===== src/rtl/vscale_mem_arbiter_if.sv =====
// vscale_mem_arbiter_if
// Bundles the three sides of the memory arbiter: the imem (fetch) requester,
// the dmem (load/store) requester and the shared pipelined memory port.
//   slave  : the arbiter's view. It takes requests and memory responses in,
//            and drives the muxed request and the routed responses out.
//   master : the environment's view, which drives requests and memory responses.
interface vscale_mem_arbiter_if #(
  parameter int ADDR_WIDTH = 32,
  parameter int DATA_WIDTH = 32
);
  logic                  imem_en;
  logic [ADDR_WIDTH-1:0] imem_addr;
  logic                  imem_wait;
  logic [DATA_WIDTH-1:0] imem_rdata;
  logic                  imem_badmem_e;

  logic                  dmem_en;
  logic                  dmem_wen;
  logic [2:0]            dmem_size;
  logic [ADDR_WIDTH-1:0] dmem_addr;
  logic [DATA_WIDTH-1:0] dmem_wdata_delayed;
  logic                  dmem_wait;
  logic [DATA_WIDTH-1:0] dmem_rdata;
  logic                  dmem_badmem_e;

  logic                  mem_en;
  logic                  mem_wen;
  logic [2:0]            mem_size;
  logic [ADDR_WIDTH-1:0] mem_addr;
  logic [DATA_WIDTH-1:0] mem_wdata;
  logic [DATA_WIDTH-1:0] mem_rdata;
  logic                  mem_wait;
  logic                  mem_badmem_e;

  modport slave (
    input  imem_en, imem_addr,
    output imem_wait, imem_rdata, imem_badmem_e,
    input  dmem_en, dmem_wen, dmem_size, dmem_addr, dmem_wdata_delayed,
    output dmem_wait, dmem_rdata, dmem_badmem_e,
    output mem_en, mem_wen, mem_size, mem_addr, mem_wdata,
    input  mem_rdata, mem_wait, mem_badmem_e
  );

  modport master (
    output imem_en, imem_addr,
    input  imem_wait, imem_rdata, imem_badmem_e,
    output dmem_en, dmem_wen, dmem_size, dmem_addr, dmem_wdata_delayed,
    input  dmem_wait, dmem_rdata, dmem_badmem_e,
    input  mem_en, mem_wen, mem_size, mem_addr, mem_wdata,
    output mem_rdata, mem_wait, mem_badmem_e
  );
endinterface


===== src/rtl/vscale_mem_arbiter.sv =====
// vscale_mem_arbiter
// Shares one pipelined memory port between the instruction-fetch (imem) and
// data (dmem) requesters. Address-phase arbitration and the request mux are
// combinational. A registered owner tracks the outstanding data phase, so that
// wait, read data and bus-error responses are routed back to the right requester.
// A refused requester sees its wait asserted for one cycle, and then re-presents its request.
//
// Ports:
//   clk    clock, rising edge
//   reset  asynchronous, active-low reset (0 = in reset)
//   bus    vscale_mem_arbiter_if.slave (imem_*, dmem_*, mem_* signal groups)
//
// Build option:
//   VSCALE_MEM_ARB_FAIRNESS_EN - when defined, imem wins one contest after
//   MAX_DMEM_STREAK consecutive contested dmem grants. When it is undefined,
//   dmem always has strict priority.
//
// State (per owner register)
//   value     | meaning
//   OWN_NONE  | no data phase outstanding (dp_owner only)
//   OWN_IMEM  | fetch owns the address/data phase
//   OWN_DMEM  | load/store owns the address/data phase
module vscale_mem_arbiter #(
  parameter int ADDR_WIDTH = 32,
  parameter int DATA_WIDTH = 32
`ifdef VSCALE_MEM_ARB_FAIRNESS_EN
  , parameter int MAX_DMEM_STREAK = 4
`endif
) (
  input  logic                clk,
  input  logic                reset,
  vscale_mem_arbiter_if.slave bus
);

  typedef enum logic [1:0] {
    OWN_NONE = 2'd0,
    OWN_IMEM = 2'd1,
    OWN_DMEM = 2'd2
  } owner_e;

  // A fetch is always a full word.
  localparam logic [2:0] IMEM_SIZE = 3'b010;

  owner_e ap_grant, ap_grant_nxt;
  owner_e dp_owner, dp_owner_nxt;
  owner_e grant;
  logic   dp_wen, dp_wen_nxt;
  logic   imem_lost, imem_lost_nxt;
  logic   dmem_lost, dmem_lost_nxt;
  logic   contest;

  logic                  en_sel;
  logic                  wen_sel;
  logic [2:0]            size_sel;
  logic [ADDR_WIDTH-1:0] addr_sel;

`ifdef VSCALE_MEM_ARB_FAIRNESS_EN
  logic [3:0] streak, streak_nxt;
`endif

  assign contest = bus.imem_en & bus.dmem_en;

  always_ff @(posedge clk or negedge reset) begin
    if (!reset) begin
      ap_grant  <= OWN_IMEM;
      dp_owner  <= OWN_NONE;
      dp_wen    <= 1'b0;
      imem_lost <= 1'b0;
      dmem_lost <= 1'b0;
`ifdef VSCALE_MEM_ARB_FAIRNESS_EN
      streak    <= 4'd0;
`endif
    end else begin
      ap_grant  <= ap_grant_nxt;
      dp_owner  <= dp_owner_nxt;
      dp_wen    <= dp_wen_nxt;
      imem_lost <= imem_lost_nxt;
      dmem_lost <= dmem_lost_nxt;
`ifdef VSCALE_MEM_ARB_FAIRNESS_EN
      streak    <= streak_nxt;
`endif
    end
  end

  // While the port stalls, the address phase is frozen on the previous grant.
  // This is why a contest that arrives during a stall cannot move the grant.
  // When neither requester is active, the old grant is kept. mem_en then
  // reads that requester's inactive en.
  always_comb begin
    grant = ap_grant;
    if (!bus.mem_wait) begin
      if (contest) begin
`ifdef VSCALE_MEM_ARB_FAIRNESS_EN
        grant = (streak == 4'(MAX_DMEM_STREAK)) ? OWN_IMEM : OWN_DMEM;
`else
        grant = OWN_DMEM;
`endif
      end else if (bus.dmem_en) begin
        grant = OWN_DMEM;
      end else if (bus.imem_en) begin
        grant = OWN_IMEM;
      end
    end
  end

  always_comb begin
    en_sel   = bus.imem_en;
    wen_sel  = 1'b0;
    size_sel = IMEM_SIZE;
    addr_sel = bus.imem_addr;
    if (grant == OWN_DMEM) begin
      en_sel   = bus.dmem_en;
      wen_sel  = bus.dmem_wen;
      size_sel = bus.dmem_size;
      addr_sel = bus.dmem_addr;
    end
  end

  always_comb begin
    ap_grant_nxt  = ap_grant;
    dp_owner_nxt  = dp_owner;
    dp_wen_nxt    = dp_wen;
    imem_lost_nxt = imem_lost;
    dmem_lost_nxt = dmem_lost;
`ifdef VSCALE_MEM_ARB_FAIRNESS_EN
    streak_nxt    = streak;
`endif
    if (!bus.mem_wait) begin
      ap_grant_nxt  = grant;
      dp_owner_nxt  = en_sel ? grant : OWN_NONE;
      dp_wen_nxt    = en_sel & wen_sel;
      imem_lost_nxt = contest & (grant == OWN_DMEM);
      dmem_lost_nxt = contest & (grant == OWN_IMEM);
`ifdef VSCALE_MEM_ARB_FAIRNESS_EN
      // The streak cannot pass MAX_DMEM_STREAK, because imem wins the contest
      // that would push it over.
      if (en_sel) begin
        streak_nxt = (contest && grant == OWN_DMEM) ? streak + 4'd1 : 4'd0;
      end
`endif
    end
  end

  // During reset the request mux is still live. The request strobes are
  // gated here so that nothing escapes onto the shared port.
  assign bus.mem_en   = reset & en_sel;
  assign bus.mem_wen  = reset & wen_sel;
  assign bus.mem_size = size_sel;
  assign bus.mem_addr = addr_sel;

  assign bus.mem_wdata = (dp_owner == OWN_DMEM && dp_wen) ? bus.dmem_wdata_delayed
                                                          : '0;

  assign bus.imem_wait = imem_lost | ((dp_owner == OWN_IMEM) & bus.mem_wait);
  assign bus.dmem_wait = dmem_lost | ((dp_owner == OWN_DMEM) & bus.mem_wait);

  assign bus.imem_rdata = bus.mem_rdata;
  assign bus.dmem_rdata = bus.mem_rdata;

  assign bus.imem_badmem_e = bus.mem_badmem_e & (dp_owner == OWN_IMEM) & ~bus.mem_wait;
  assign bus.dmem_badmem_e = bus.mem_badmem_e & (dp_owner == OWN_DMEM) & ~bus.mem_wait;

endmodule


===== src/flat_wrapper.sv =====
// flat-port wrapper written by rule: the top's interface ports become plain ports
module vscale_mem_arbiter_flat 
#(
  parameter int ADDR_WIDTH = 32,
  parameter int DATA_WIDTH = 32

)
  (clk, reset, bus_imem_en, bus_imem_addr, bus_imem_wait, bus_imem_rdata, bus_imem_badmem_e, bus_dmem_en, bus_dmem_wen, bus_dmem_size, bus_dmem_addr, bus_dmem_wdata_delayed, bus_dmem_wait, bus_dmem_rdata, bus_dmem_badmem_e, bus_mem_en, bus_mem_wen, bus_mem_size, bus_mem_addr, bus_mem_wdata, bus_mem_rdata, bus_mem_wait, bus_mem_badmem_e);
  vscale_mem_arbiter_if #(.ADDR_WIDTH(ADDR_WIDTH), .DATA_WIDTH(DATA_WIDTH)) bus_i ();
  input  logic clk;
  input  logic reset;
  input wire logic [$bits(bus_i.imem_en)-1:0] bus_imem_en;
  input wire logic [$bits(bus_i.imem_addr)-1:0] bus_imem_addr;
  output wire logic [$bits(bus_i.imem_wait)-1:0] bus_imem_wait;
  output wire logic [$bits(bus_i.imem_rdata)-1:0] bus_imem_rdata;
  output wire logic [$bits(bus_i.imem_badmem_e)-1:0] bus_imem_badmem_e;
  input wire logic [$bits(bus_i.dmem_en)-1:0] bus_dmem_en;
  input wire logic [$bits(bus_i.dmem_wen)-1:0] bus_dmem_wen;
  input wire logic [$bits(bus_i.dmem_size)-1:0] bus_dmem_size;
  input wire logic [$bits(bus_i.dmem_addr)-1:0] bus_dmem_addr;
  input wire logic [$bits(bus_i.dmem_wdata_delayed)-1:0] bus_dmem_wdata_delayed;
  output wire logic [$bits(bus_i.dmem_wait)-1:0] bus_dmem_wait;
  output wire logic [$bits(bus_i.dmem_rdata)-1:0] bus_dmem_rdata;
  output wire logic [$bits(bus_i.dmem_badmem_e)-1:0] bus_dmem_badmem_e;
  output wire logic [$bits(bus_i.mem_en)-1:0] bus_mem_en;
  output wire logic [$bits(bus_i.mem_wen)-1:0] bus_mem_wen;
  output wire logic [$bits(bus_i.mem_size)-1:0] bus_mem_size;
  output wire logic [$bits(bus_i.mem_addr)-1:0] bus_mem_addr;
  output wire logic [$bits(bus_i.mem_wdata)-1:0] bus_mem_wdata;
  input wire logic [$bits(bus_i.mem_rdata)-1:0] bus_mem_rdata;
  input wire logic [$bits(bus_i.mem_wait)-1:0] bus_mem_wait;
  input wire logic [$bits(bus_i.mem_badmem_e)-1:0] bus_mem_badmem_e;
  assign bus_i.imem_en = bus_imem_en;
  assign bus_i.imem_addr = bus_imem_addr;
  assign bus_imem_wait = bus_i.imem_wait;
  assign bus_imem_rdata = bus_i.imem_rdata;
  assign bus_imem_badmem_e = bus_i.imem_badmem_e;
  assign bus_i.dmem_en = bus_dmem_en;
  assign bus_i.dmem_wen = bus_dmem_wen;
  assign bus_i.dmem_size = bus_dmem_size;
  assign bus_i.dmem_addr = bus_dmem_addr;
  assign bus_i.dmem_wdata_delayed = bus_dmem_wdata_delayed;
  assign bus_dmem_wait = bus_i.dmem_wait;
  assign bus_dmem_rdata = bus_i.dmem_rdata;
  assign bus_dmem_badmem_e = bus_i.dmem_badmem_e;
  assign bus_mem_en = bus_i.mem_en;
  assign bus_mem_wen = bus_i.mem_wen;
  assign bus_mem_size = bus_i.mem_size;
  assign bus_mem_addr = bus_i.mem_addr;
  assign bus_mem_wdata = bus_i.mem_wdata;
  assign bus_i.mem_rdata = bus_mem_rdata;
  assign bus_i.mem_wait = bus_mem_wait;
  assign bus_i.mem_badmem_e = bus_mem_badmem_e;
  vscale_mem_arbiter #(.ADDR_WIDTH(ADDR_WIDTH), .DATA_WIDTH(DATA_WIDTH)) u_core (.clk(clk), .reset(reset), .bus(bus_i));
endmodule

===== config.mk =====
export PLATFORM = sky130hd
export DESIGN_NAME = vscale_mem_arbiter_flat
export DESIGN_NICKNAME = d
export VERILOG_FILES = /design/src/rtl/vscale_mem_arbiter_if.sv /design/src/rtl/vscale_mem_arbiter.sv /design/src/flat_wrapper.sv
export SDC_FILE = /design/constraint.sdc
export NUM_CORES = 1
export LEC_CHECK = 0
export ABC_AREA = 1
export ABC_CLOCK_PERIOD_IN_PS = 2200
export BUFFER_PORTS_ARGS = -buffer_cell sky130_fd_sc_hd__buf_2
export CORE_AREA = 10 10 98 100
export CTS_CLUSTER_SIZE = 10
export DETAILED_ROUTE_END_ITERATION = 12
export DIE_AREA = 0 0 108 110
export GPL_TIMING_DRIVEN = 0
export PLACE_DENSITY_LB_ADDON = 0.08
export SYNTH_ARGS = -nofsm -noshare
export SYNTH_HDL_FRONTEND = slang
export SYNTH_SLANG_ARGS = --single-unit

===== constraint.sdc =====
create_clock -name clk -period 2.2 [get_ports clk]
set_input_delay 0.33 -clock clk [delete_from_list [all_inputs] [get_ports clk]]
set_output_delay 0.33 -clock clk [all_outputs]
set_load 0.05 [all_outputs]

==> flow_summary.ini <==
[final_layout]
multiInputGateArea_um2 = 674
filler_cell_count = 866
final_util_pct = 38.7
postLayoutCellArea_um2 = 2960
seq_area_um2 = 176
nNetsFinal = 668
drive_above_1_share_pct = 63.3
syn2layout_area_growth_pct = 90.0

[timing]
fin_crit_ns = 2.05
hold_viol = 0
slew_violations = 0
relSlewSlack_pct = 68.8
tightest_slew_ns = 0.468
setup_viol = 0
setup_tns_ns = 0
skew_ns = 0.000915
layout_worst_path_cycle_share_pct = 93.0
rsz0062_at_grt = false
fin_ws_ns = 0.154
max_freq_mhz = 489

[worst_setup_path]
critPathMaxFanout = 10
critPathLaunch = u_core.ap_grant[0]
r2r_setup_slack_ns = 1.04
endpoint = bus_mem_addr[15]
cp-start-kind = register
slowest_delay_ns = 0.51
crit_type = register to output pin
cp.required_ns = 1.87
r2r_start = u_core.ap_grant[0]
cp_cell_sequence = inv_1 -> nand2_1 -> nand2_2 -> nand2_4 -> buf_2 -> nand2_1 -> nand2_1 -> buf_2
reg2regPathDepth = 8
r2r_end = u_core.dp_wen
cp_common_cell = nand2_1
cp_slowest_cell = dfstp_2
cp_data_arrival_time_ns = 1.72
endpoint_kind = output pin

[place]
routabilityCongestion = 0.821
hpwlAfterDp_mm = 8.35
place_area_um2 = 2900
pre_cts_ws_ns = 0.201
io_buffers = 242

[synth]
yosys_warnings = 0
seq_area_frac_synth_pct = 11.3
syn_area_um2 = 1560
ys_ff_latch = 7
synthCells = 282
synth.avg_cell_area_um2 = 5.52
synth_fp_nets = 420
ys_types = 22

[cts]
post-cts-setup-buffers = 0
clk_pin_slew_ns = 0.04
clkLatencyLatePin_ns = 0.23
htree_levels = 1
cts_buffers = 3
cts.sinks = 7
cts_tree = done
cts-root-buf = clkbuf_8
cts_resized = 0
clockBufferDepth = 2

[global_route]
first_global_vias = 2418
gr-usage-all-layers_pct = 13.4
antenna_found_initial = 1
grt_overflow_total = 0
grt_max_degree = 11
grt_pass1_wl_mm = 12.9

[floorplanning]
ios = 275
rows = 32
start_util_pct = 20.4
die_h_um = 110
core_region_area_um2 = 7650
die_w_um = 108
dieArea_um2 = 11900

[status]
status = finished clean

[detailed_routing]
firstDrtPassIters = 4
drtIter0Drc = 96
drt-total-wl_mm = 9.01
vias = 2324
vias_per_cell = 3.68
drc = 0
drtAntennaViolNets = 0
wire_per_inst_um = 14.3

[power_and_ir_drop]
p_leak_uw = 0.00214
ir_worst_vdd_v = 0.000217
pwr_density_cell_nw_per_um2 = 505

[worst_hold_path]
hold_path_class = input pin to register
min_path_cells = 2

[run]
maxCapViolCount = 0
-- Yosys cell counts --
master    count  share of area, %
a21oi_1       1              0.32
buf_12        1               1.3
buf_2         3              0.96
buf_4        64                31
buf_6         2               1.4
clkbuf_1      3              0.72
dfrtp_1       6               9.6
dfstp_2       1               1.7
inv_1        41               9.9
inv_2         1              0.24
inv_4         1              0.40
nand2_1      97                23
nand2_2      13               5.2
nand2_4       2               1.4
nand3_1       3              0.96
nor2_1       36               8.7
nor3_1        1              0.32
nor4_1        1              0.40
o21bai_1      1              0.48
o22ai_1       2              0.80
o31ai_1       1              0.48
or2_2         1              0.40
-- state kept, by name (all words and copies together) (netlist names) --
name,count
u_core.ap_grant,2
u_core.imem_lost,1
u_core.dp_wen,1
u_core.dmem_lost,1
u_core.dp_owner,2
-- placed cells by master (no fill, tap or decap), types with 2 or more instances in the layout --
master    instances
buf_6             2
clkbuf_8          3
buf_4            64
clkbuf_1          4
nand2_1          97
inv_1            41
o22ai_1           2
dfrtp_1           6
nand2_4           2
nor2_1           36
nand2_2          13
buf_2           245
nand3_1           3
-- final cells by class --
cell class              count  share of cell area (%)
multi-input cells         159                    22.8
clock buffers               4                    1.52
repair buffers            243                    41.3
diodes                      1                  0.0845
inverters                  43                    5.54
well taps                 102                    4.31
plain buffers              73                    18.6
flip-flops and latches      7                    5.96
-- critical path: cells and delay by family (launching register included) --
family,cells,cell delay [ns]
buffers and inverters,3,0.51
DFF,1,0.51
and+or+nand+nor,5,0.47
-- power by group --
part	total [uW]	leakage (uW)	internal (uW)	switching (uW)
combinational	1170	0.00203	329	842
clock	179	0.0000228	125	54.2
sequential	145	0.0000883	140	4.82
-- stage by stage --
stage,instances,power [uW],hold slack [ns]
2_1_floorplan,282,1030,0.0344
3_3_place_gp,626,1330,0.182
3_5_place_dp,626,1330,0.186
4_1_cts,631,1520,0.336
5_1_grt,631,1590,0.338
6_report,632,1500,0.345
-- how the worst min path moves through the flow --
stage | start | endpoint
3_3_place_gp | reset | u_core.ap_grant[1]
6_report | bus_dmem_en | u_core.dp_owner[0]
4_1_cts | bus_dmem_en | u_core.dp_owner[0]
3_5_place_dp | reset | u_core.ap_grant[1]
5_1_grt | bus_dmem_en | u_core.dp_owner[0]
2_1_floorplan | reset | u_core.ap_grant[1]
-- per-layer routing --
| metal | wire length, um | up-vias | track usage [%] |
|---|---|---|---|
| met5 | 0 | - | 0 |
| met4 | 97 | 0 | 2.39 |
| met3 | 1720 | 8 | 9.63 |
| met2 | 4580 | 169 | 25.7 |
| met1 | 2620 | 907 | 10.9 |
| li1 | - | 1240 | - |
-- what timing repair did --
item	4_1_cts	5_1_grt
endpoints found under the setup margin	0	0
endpoints found under the hold margin	6	0
hold buffers	1	0
-- cell families (layout without fill, tap and decap cells) --
| group | Yosys count | in the layout | synth area share, % |
|---|---|---|---|
| compound gates | 5 | 5 | 2.09 |
| simple gates | 154 | 154 | 40.8 |
| flops | 7 | 7 | 11.3 |
| other cells | 0 | 1 | 0 |
| buf+inv | 116 | 363 | 45.8 |
(Power assumes the default switching activity.)
